### config.mk
export PLATFORM = sky130hd
export DESIGN_NAME = onehot_decoder_seq_flat
export DESIGN_NICKNAME = d
export VERILOG_FILES = /design/src/rtl/onehot_decoder_seq_pkg.sv /design/src/rtl/onehot_decoder_seq_if.sv /design/src/rtl/onehot_decoder_seq_dec.sv /design/src/rtl/onehot_decoder_seq.sv /design/src/flat_wrapper.sv
export SDC_FILE = /design/constraint.sdc
export NUM_CORES = 1
export LEC_CHECK = 0
export CAP_MARGIN = 30
export CORE_MARGIN = 1
export CORE_UTILIZATION = 40
export DETAILED_ROUTE_END_ITERATION = 7
export GPL_ROUTABILITY_DRIVEN = 1
export GPL_TIMING_DRIVEN = 0
export MAX_ROUTING_LAYER = met4
export PLACE_DENSITY = 0.72
export SLEW_MARGIN = 20
export SYNTH_ARGS = -nofsm -noshare
export SYNTH_HDL_FRONTEND = slang
export SYNTH_SLANG_ARGS = --single-unit
### constraint.sdc
create_clock -name clk -period 1.6 [get_ports clk]
set_input_delay 0.32 -clock clk [delete_from_list [all_inputs] [get_ports clk]]
set_output_delay 0.32 -clock clk [all_outputs]
set_load 0.01 [all_outputs]
### src/rtl/onehot_decoder_seq_pkg.sv
// Shared types for the sequenced one-hot decoder: FSM state encoding and mode select values.
package decoder_pkg;

  typedef enum logic [1:0] {
    IDLE = 2'd0,
    HOLD = 2'd1,
    SCAN = 2'd2
  } state_t;

  localparam logic MODE_DIRECT = 1'b0;
  localparam logic MODE_SCAN   = 1'b1;

endpackage

### src/rtl/onehot_decoder_seq_if.sv
// Select handshake and one-hot strobe bundle; master drives the request side, slave is the decoder.
interface onehot_decoder_seq_if #(
  parameter int SEL_W = 3
);
  localparam int OUT_W = 2 ** SEL_W;

  logic             en;
  logic             mode;
  logic             in_valid;
  logic             in_ready;
  logic [SEL_W-1:0] sel;
  logic [OUT_W-1:0] y;
  logic             y_valid;
  logic [SEL_W-1:0] idx;
  logic             busy;

  modport master (
    output en, mode, in_valid, sel,
    input  in_ready, y, y_valid, idx, busy
  );

  modport slave (
    input  en, mode, in_valid, sel,
    output in_ready, y, y_valid, idx, busy
  );

endinterface

### src/rtl/onehot_decoder_seq_dec.sv
// Purely combinational SEL_W-to-2**SEL_W one-hot decode; zero latency, no flow control.
module onehot_dec #(
  parameter int SEL_W = 3
) (
  input  logic [SEL_W-1:0]      sel_i,
  output logic [2**SEL_W-1:0]   dec_o
);

  always_comb begin
    dec_o        = '0;
    dec_o[sel_i] = 1'b1;
  end

endmodule

### src/rtl/onehot_decoder_seq.sv
// Registered one-hot decoder: an accepted sel appears on y the edge it is taken and holds HOLD_CYC cycles.
// in_ready is combinational and only high in IDLE or the final hold cycle; SCAN mode sweeps all outputs.
module onehot_decoder_seq
  import decoder_pkg::*;
#(
  parameter int SEL_W      = 3,
  parameter int HOLD_CYC   = 1,
  parameter bit ACTIVE_LOW = 1'b0
) (
  input  logic                 clk,
  input  logic                 rst,
  onehot_decoder_seq_if.slave  bus
);

  localparam int OUT_W = 2 ** SEL_W;
  localparam int CNT_W = $clog2(HOLD_CYC + 1);
  localparam logic [CNT_W-1:0] CNT_LAST = CNT_W'(HOLD_CYC - 1);
  localparam logic [OUT_W-1:0] IDLE_PAT = ACTIVE_LOW ? {OUT_W{1'b1}} : {OUT_W{1'b0}};

  state_t           state_q, state_d;
  logic [CNT_W-1:0] cnt_q, cnt_d;
  logic [SEL_W-1:0] idx_q, idx_d;
  logic             vld_q, vld_d;
  logic [OUT_W-1:0] y_q, y_d;
  logic             busy_q;
  logic [OUT_W-1:0] dec;
  logic             last;
  logic             ready;
  logic             accept;

  assign last   = (cnt_q == CNT_LAST);
  assign ready  = !rst && bus.en && (bus.mode == MODE_DIRECT) &&
                  ((state_q == IDLE) || ((state_q == HOLD) && last));
  assign accept = ready && bus.in_valid;

  always_comb begin
    state_d = state_q;
    cnt_d   = cnt_q;
    idx_d   = idx_q;
    vld_d   = vld_q;
    if (!bus.en) begin
      state_d = IDLE;
      cnt_d   = '0;
      idx_d   = '0;
      vld_d   = 1'b0;
    end else begin
      case (state_q)
        IDLE: begin
          if (accept) begin
            state_d = HOLD;
            cnt_d   = '0;
            idx_d   = bus.sel;
            vld_d   = 1'b1;
          end else if (bus.mode == MODE_SCAN) begin
            state_d = SCAN;
            cnt_d   = '0;
            idx_d   = '0;
            vld_d   = 1'b1;
          end
        end
        HOLD: begin
          // A mode change only takes effect once the current hold has run its full length.
          if (!last) begin
            cnt_d = cnt_q + CNT_W'(1);
          end else if (accept) begin
            cnt_d = '0;
            idx_d = bus.sel;
          end else if (bus.mode == MODE_SCAN) begin
            state_d = SCAN;
            cnt_d   = '0;
            idx_d   = '0;
          end else begin
            state_d = IDLE;
            cnt_d   = '0;
            idx_d   = '0;
            vld_d   = 1'b0;
          end
        end
        SCAN: begin
          if (bus.mode != MODE_SCAN) begin
            state_d = IDLE;
            cnt_d   = '0;
            idx_d   = '0;
            vld_d   = 1'b0;
          end else if (last) begin
            cnt_d = '0;
            idx_d = idx_q + SEL_W'(1);
          end else begin
            cnt_d = cnt_q + CNT_W'(1);
          end
        end
        default: begin
          state_d = IDLE;
          cnt_d   = '0;
          idx_d   = '0;
          vld_d   = 1'b0;
        end
      endcase
    end
  end

  onehot_dec #(.SEL_W(SEL_W)) u_dec (
    .sel_i (idx_d),
    .dec_o (dec)
  );

  // Polarity is folded in before the register so y never glitches.
  assign y_d = vld_d ? (ACTIVE_LOW ? ~dec : dec) : IDLE_PAT;

  always_ff @(posedge clk or posedge rst) begin
    if (rst) begin
      state_q <= IDLE;
      cnt_q   <= '0;
      idx_q   <= '0;
      vld_q   <= 1'b0;
      y_q     <= IDLE_PAT;
      busy_q  <= 1'b0;
    end else begin
      state_q <= state_d;
      cnt_q   <= cnt_d;
      idx_q   <= idx_d;
      vld_q   <= vld_d;
      y_q     <= y_d;
      busy_q  <= (state_d != IDLE);
    end
  end

  assign bus.in_ready = ready;
  assign bus.y        = y_q;
  assign bus.y_valid  = vld_q;
  assign bus.idx      = idx_q;
  assign bus.busy     = busy_q;

endmodule

### src/flat_wrapper.sv
// flat-port wrapper written by rule: the top's interface ports become plain ports
module onehot_decoder_seq_flat import decoder_pkg::*;
#(
  parameter int SEL_W      = 3,
  parameter int HOLD_CYC   = 1,
  parameter bit ACTIVE_LOW = 1'b0
)
  (clk, rst, bus_en, bus_mode, bus_in_valid, bus_sel, bus_in_ready, bus_y, bus_y_valid, bus_idx, bus_busy);
  onehot_decoder_seq_if #(.SEL_W(SEL_W)) bus_i ();
  input  logic clk;
  input  logic rst;
  input wire logic [$bits(bus_i.en)-1:0] bus_en;
  input wire logic [$bits(bus_i.mode)-1:0] bus_mode;
  input wire logic [$bits(bus_i.in_valid)-1:0] bus_in_valid;
  input wire logic [$bits(bus_i.sel)-1:0] bus_sel;
  output wire logic [$bits(bus_i.in_ready)-1:0] bus_in_ready;
  output wire logic [$bits(bus_i.y)-1:0] bus_y;
  output wire logic [$bits(bus_i.y_valid)-1:0] bus_y_valid;
  output wire logic [$bits(bus_i.idx)-1:0] bus_idx;
  output wire logic [$bits(bus_i.busy)-1:0] bus_busy;
  assign bus_i.en = bus_en;
  assign bus_i.mode = bus_mode;
  assign bus_i.in_valid = bus_in_valid;
  assign bus_i.sel = bus_sel;
  assign bus_in_ready = bus_i.in_ready;
  assign bus_y = bus_i.y;
  assign bus_y_valid = bus_i.y_valid;
  assign bus_idx = bus_i.idx;
  assign bus_busy = bus_i.busy;
  onehot_decoder_seq #(.SEL_W(SEL_W), .HOLD_CYC(HOLD_CYC), .ACTIVE_LOW(ACTIVE_LOW)) u_core (.clk(clk), .rst(rst), .bus(bus_i));
endmodule
# Word level (Yosys, flattened, before mapping)
# Cells that the tools add are included.
[totals]
reg_bits = 16
out_inout_bits = 14
wordCells = 57
[classes]
add_sub_neg = 2
magnitude_cmp = 2
eq_ne = 3
muxes = 32
bitwise_logic = 2
n_reduce_logical = 10
[op_table]
columns = ["operator", "count"]
rows = [
  ["3-bit 2-to-1 mux", 7],
  ["2-bit 2-to-1 mux", 7],
  ["1-bit 2-to-1 mux", 12],
  ["3-bit one-hot mux with 3 select lines", 1],
  ["8-bit 2-to-1 mux", 1],
  ["1-bit logical AND", 6],
  ["1-bit one-hot mux with 3 select lines", 2],
  ["2-bit one-hot mux with 3 select lines", 1],
  ["3-bit by 4-bit < comparator with 1-bit output, second input constant", 1],
  ["4-bit by 3-bit != test with 1-bit output, second input constant", 1],
  ["3-bit by 1-bit adder with 3-bit output, second input constant", 1],
  ["1-bit demux with 3-bit select", 1],
  ["3-bit by 1-bit >= comparator with 1-bit output, second input constant", 1],
  ["2-bit by 1-bit == test with 1-bit output, second input constant", 1],
  ["2-bit == test, second input constant", 1],
  ["2-bit zero test", 1],
  ["1-bit NOT", 2],
  ["2-bit nonzero test", 1],
  ["1-bit adder, second input constant", 1],
  ["1-bit zero test", 1],
  ["1-bit logical OR", 1],
]

# Logic depth before layout (Yosys ltp)
[logic_depth]
depth_word = 14
depth_mapped = 5
depth_no_buf = 5

# Hierarchy
# Synthesis repeated with hierarchy kept, for this count alone.
[unflattened]
hier_cells = 76
hier_area_um2 = 803.3
[modules_own_cells]
columns = ["module", "instances", "cells_each", "area_per_inst_um2"]
rows = [
  ["onehot_decoder_seq", 1, 68, 738.2],
  ["onehot_dec", 1, 8, 65.1],
]

# Worst setup path after synthesis
# Ideal clock, no wire load.
[synth_path]
path_type = "register to register"
from = "register u_core.state_q[1]"
to = "register u_core.y_q[2], in the netlist u_core.bus.y[2]"
setup_time_ps = 96
arrival_ps = 1567
required_time_ps = 1504
slack_ps = -62
stages_incl_launch_ff = 5
n_path_buf = 0
synth_period_minus_slack_ps = 1662
cell_sequence = "dfrtp_1 nor4b_2 and2_4 a221o_2 nor4bb_4"
[synth_via]
elab_chain_cells = 14
word_cells_on_any_way = 23
[synth_lines]
columns = ["element", "line_no", "rtl"]
rows = [
  ["start: declaration", "onehot_decoder_seq.sv:20", "state_t state_q, state_d;"],
  ["start signal: assignment", "onehot_decoder_seq.sv:119", "state_q <= state_d;"],
  ["2-bit by 1-bit == test with 1-bit output", "onehot_decoder_seq.sv:33", "((state_q == IDLE) || ((state_q == HOLD) && last));"],
  ["1-bit logical AND", "onehot_decoder_seq.sv:33", ""],
  ["1-bit logical OR (*)", "onehot_decoder_seq.sv:33", ""],
  ["1-bit logical AND (*)", "onehot_decoder_seq.sv:32", "assign ready = !rst && bus.en && (bus.mode == MODE_DIRECT) &&"],
  ["named net bus_in_ready", "flat_wrapper.sv:16", "output wire logic [$bits(bus_i.in_ready)-1:0] bus_in_ready;"],
  ["1-bit logical AND (*)", "onehot_decoder_seq.sv:34", "assign accept = ready && bus.in_valid;"],
  ["3-bit 2-to-1 mux", "onehot_decoder_seq.sv:65", "end else if (accept) begin"],
  ["3-bit 2-to-1 mux", "onehot_decoder_seq.sv:63", "if (!last) begin"],
  ["3-bit one-hot mux with 3 select lines", "onehot_decoder_seq.sv:47", "case (state_q)"],
  ["3-bit 2-to-1 mux", "onehot_decoder_seq.sv:41", "if (!bus.en) begin"],
  ["3-bit by 4-bit < comparator with 1-bit output (implied by the code) or 3-bit by 1-bit >= comparator with 1-bit output (tied branches)", "onehot_decoder_seq_dec.sv:11", "dec_o[sel_i] = 1'b1;"],
  ["1-bit logical AND (implied by the code)", "onehot_decoder_seq_dec.sv:11", ""],
  ["1-bit 2-to-1 mux (implied by the code)", "onehot_decoder_seq_dec.sv:11", ""],
  ["1-bit demux with 3-bit select", "onehot_decoder_seq_dec.sv:11", ""],
  ["8-bit 2-to-1 mux (*)", "onehot_decoder_seq.sv:108", "assign y_d = vld_d ? (ACTIVE_LOW ? ~dec : dec) : IDLE_PAT;"],
  ["named net u_core.y_d[2]", "onehot_decoder_seq.sv:24", "logic [OUT_W-1:0] y_q, y_d;"],
  ["end signal: assignment", "onehot_decoder_seq.sv:123", "y_q <= y_d;"],
  ["end: declaration", "onehot_decoder_seq.sv:24", ""],
]
# The timed path passes the listed nets; every way through them passes the cells marked *.
# A chain may end at the register's enable or synchronous reset.

# Final worst setup path
[layout_path]
from = "register u_core.state_q[1]"
to = "register u_core.y_q[2], in the netlist u_core.bus.y[2]"
[layout_via]
elab_chain_cells = 14
word_cells_on_any_way = 23
[layout_lines]
columns = ["element", "line_no"]
rows = [
  ["2-bit by 1-bit == test with 1-bit output", "onehot_decoder_seq.sv:33, onehot_decoder_seq.sv:47"],
  ["1-bit logical AND", "onehot_decoder_seq.sv:33"],
  ["1-bit logical OR", "onehot_decoder_seq.sv:33"],
  ["1-bit logical AND", "onehot_decoder_seq.sv:32"],
  ["1-bit logical AND", "onehot_decoder_seq.sv:34"],
  ["3-bit 2-to-1 mux", "onehot_decoder_seq.sv:65"],
  ["3-bit 2-to-1 mux", "onehot_decoder_seq.sv:63"],
  ["3-bit one-hot mux with 3 select lines", "onehot_decoder_seq.sv:47"],
  ["3-bit 2-to-1 mux", "onehot_decoder_seq.sv:41"],
  ["3-bit by 4-bit < comparator with 1-bit output (implied by the code) or 3-bit by 1-bit >= comparator with 1-bit output (tied branches)", "onehot_decoder_seq_dec.sv:11"],
  ["1-bit logical AND (implied by the code)", "onehot_decoder_seq_dec.sv:11"],
  ["1-bit 2-to-1 mux (implied by the code)", "onehot_decoder_seq_dec.sv:11"],
  ["1-bit demux with 3-bit select", "onehot_decoder_seq_dec.sv:11"],
  ["8-bit 2-to-1 mux (*)", "onehot_decoder_seq.sv:108"],
  ["named net u_core.y_d[2]", "onehot_decoder_seq.sv:24"],
]
# Marks and branches as above.

==> summary.txt <==
STA
  • Hold slack: between 0.3 and 0.4 ns
  • Fin. Hold Viols: 0
  • Tightest Pin Transition: about 0.62 ns
  • RSZ-0062 raised after global routing: yes
  • Max Clk Rate: ~600 MHz
  • Clk_skew: 0.002829 ns
  • Post-route worst setup slack: -0.05886 ns
  • Rel. slew slack: 0.5889
  • Tcrit/Tclk final: 1.037
  • Fin. max-slew vios: 0
  • Setup total negative slack: -0.3187 ns
  • Setup Viol. Count Final: 9
  • Minimum clock period: between 1.5 and 2 ns

Global routing
  • GRT Total Usage: 0.2047
  • Met2 usage: 0.3333
  • Global-route wire length before repair: about 2800 um
  • GR met1 Demand/Resource: 0.2545
  • GR peak layer: met2
  • Initial antenna violation count: 0
  • Met3 Use GR: 0.03600
  • GRT overflow: 0
  • Largest net degree at the start of global routing: 16
  • Vias in the first global route: 593

Drt
  • Average wire per standard cell: 15.95 um
  • Total routed wirelength: ~1900 um
  • DRT antenna net count: 0
  • DRC viols: 0
  • Initial DRC Count: 10
  • TritonRoute pass-1 iters: 4
  • Vias per cell: 5.175
  • Via count: approximately 620

Worst setup path
  • Critical path class: reg2reg
  • Worst setup SP type: register
  • Cell Chain, Critical Path: nand3b_1 > buf_4 > o22ai_4 > or3b_4 > nor4bb_4
  • CP max stage delay: around 0.48 ns
  • Critical-path top delay cell: dfrtp_2
  • Critical Path AT: 1.84 ns
  • Req. time, crit path: 1.78 ns
  • Peak fanout along the critical path: 7
  • Crit end category: register

Min path
  • HP Class: in2async

Logic synthesis
  • Mux contribution to synthesized area: 0
  • YS warnings: 0
  • Post-Synth XOR/XNOR Area: 0
  • Cell variety after synth: 29
  • Synth Area in Adders: 0.01667
  • Compound-gate portion of the synthesized area: 0.1500
  • Synthesized area: approximately 750 um^2
  • Post-Synth Simple-Gate Area: 0.3083
  • Syn_nets: 65
  • Syn Area/Cell: 13.41 um^2
  • Yosys reg bits: 15
  • Main combinational cell family by area after synthesis: simple AND/OR/NAND/NOR gates
  • Synth Instances: 56
  • Sequential-to-total area share from yosys stat: 0.5000

Power and ir drop
  • PwrDens: 621.4 nW/um^2
  • Design Power: roughly 770 uW
  • Pleak: approximately 0.00057 uW
  • Peak VDD IR: 0.4944 mV

Cells and area
  • Fin nets: 105
  • Non-Filler Instances: 120
  • ANT cells: 0
  • Commonest non-fill, non-tap cell in the layout: clkdlybuf4s50_1
  • Most frequent cells in the layout: clkdlybuf4s50_1 (15), dfrtp_1 (12), buf_4 (10)
  • Area grow syn2layout: 64.67%
  • Fraction of layout cells with a size suffix above 1: 0.4316
  • Final instance area: 1236 um^2

Floorplanning
  • Core footprint: roughly 1700 um^2
  • FP Rows: 15
  • Die ar.: between 2000 and 2500 um^2
  • Starting Density: 0.4301
  • Die Ht: 45.32 um
  • # IOs: 22
  • Die Width: 45.32 um

Placed design
  • Routability Congestion: 0.7228
  • IO Port Bufs: 21
  • Placed Cells: a little over 100
  • Area after DPL: 1001 um^2
  • DP HPWL: about 1100 um

Clock tree
  • CTS clock-pin slew for the worst setup and hold paths: approximately 0.08 ns
  • Clk sinks: 15
  • CTS Buf Count: 3
  • Clock Path Buffers: 2
  • Root Buffer: clkbuf_4
  • Clock Latency Late Sink: 0.27 ns
  • H-tree depth: 1
  • TritonCTS clock tree: built

Outcome
  • Status: finished, violations left
  • Violated checks: negative setup slack

Run
  • Maxcap violations: 0
==> flip-flops by register name (all words and copies together), names as in the netlist <==
name,flops
u_core.bus.y,8
u_core.bus.busy,1
u_core.state_q,2
u_core.bus.idx,3
u_core.bus.y_valid,1
==> power breakdown <==
part / switching, uW / total, uW / internal (uW) / leakage, uW
registers: 9.52 / 400 / 390 / 0.000200
clock network: 110 / 206 / 96.4 / 0.0000150
logic: 80.9 / 162 / 81.5 / 0.000352
==> layer usage <==
layer  share of wire  wire [um]
met1            0.42        803
met2            0.53       1017
met3           0.032         62
met4           0.016         30
met5               0          0
==> critical path: cells and delay by family (launching register included) <==
kind                   cells  cell delay [ns]
AND/OR/NAND/NOR            3             0.84
flip-flops                 1             0.48
buffers and inverters      1             0.17
AO/OA/AOI/OAI              1             0.08
==> cells by family (layout without fill, tap and decap cells) <==
family / Yosys count / in the layout
buffers and inverters: 5 / 43
DFF: 15 / 15
AOI/OAI and AO/OA: 9 / 10
and+or+nand+nor: 26 / 26
adders and majority gates: 1 / 1
==> what timing repair did <==
item,in CTS,in global routing
gates resized for setup,17,13
pin swaps,9,8
hold buffers,0,0
setup buffers,8,5
endpoints found under the setup margin,13,14
cloned,1,0
==> cells in the mapped netlist (all sizes together) <==
cell | number | share of area
o311ai | 1 | 0.022
a21boi | 2 | 0.020
nor3 | 1 | 0.0067
and2 | 4 | 0.037
a221oi | 1 | 0.035
nor4bb | 1 | 0.033
nand3b | 2 | 0.020
nor2 | 2 | 0.010
nor2b | 1 | 0.0083
nor3b | 1 | 0.010
or2 | 2 | 0.017
dfrtp | 15 | 0.50
ha | 1 | 0.017
or3b | 1 | 0.015
and3 | 1 | 0.0083
nor4 | 2 | 0.017
and4bb | 2 | 0.033
o22ai | 2 | 0.035
o21ai | 1 | 0.012
nor4b | 4 | 0.063
or4b | 1 | 0.018
inv | 5 | 0.025
a221o | 1 | 0.015
and3b | 1 | 0.012
o2bb2ai | 1 | 0.012
==> worst paths after layout <==
kind / from / endpoint / slack (ns) / cells after the start
worst max-delay path: u_core.state_q[1] / u_core.bus.y[2] / -0.06 / 5
worst min-delay path: rst / u_core.bus.busy / 0.31 / 2
worst max register to register: u_core.state_q[1] / u_core.bus.y[2] / -0.06 / 5
worst min register to register: u_core.bus.idx[2] / u_core.bus.y[0] / 0.71 / 2
max in group asynchronous: rst / u_core.bus.idx[0] / 0.89 / 2
min in group clk: bus_en / u_core.bus.y_valid / 0.62 / 3
==> stage by stage <==
stage                     worst slack [ns]    util
after floorplan                    0.01365       -
after detailed placement           -0.5825  0.5735
final                             -0.05886  0.7082
after global routing               -0.1337  0.7082
after CTS                         -0.05407  0.6437
after global placement             -0.5966  0.5735
==> cell type report <==
class,count,area [um^2]
clock buffers,4,26.28
fillers,135,509.2
inverters,5,18.77
multi-input cells,37,467.9
flip-flops and latches,15,379.1
well taps,25,31.28
repair buffers,34,312.8
No activity file was read; power rests on OpenSTA's default activity.
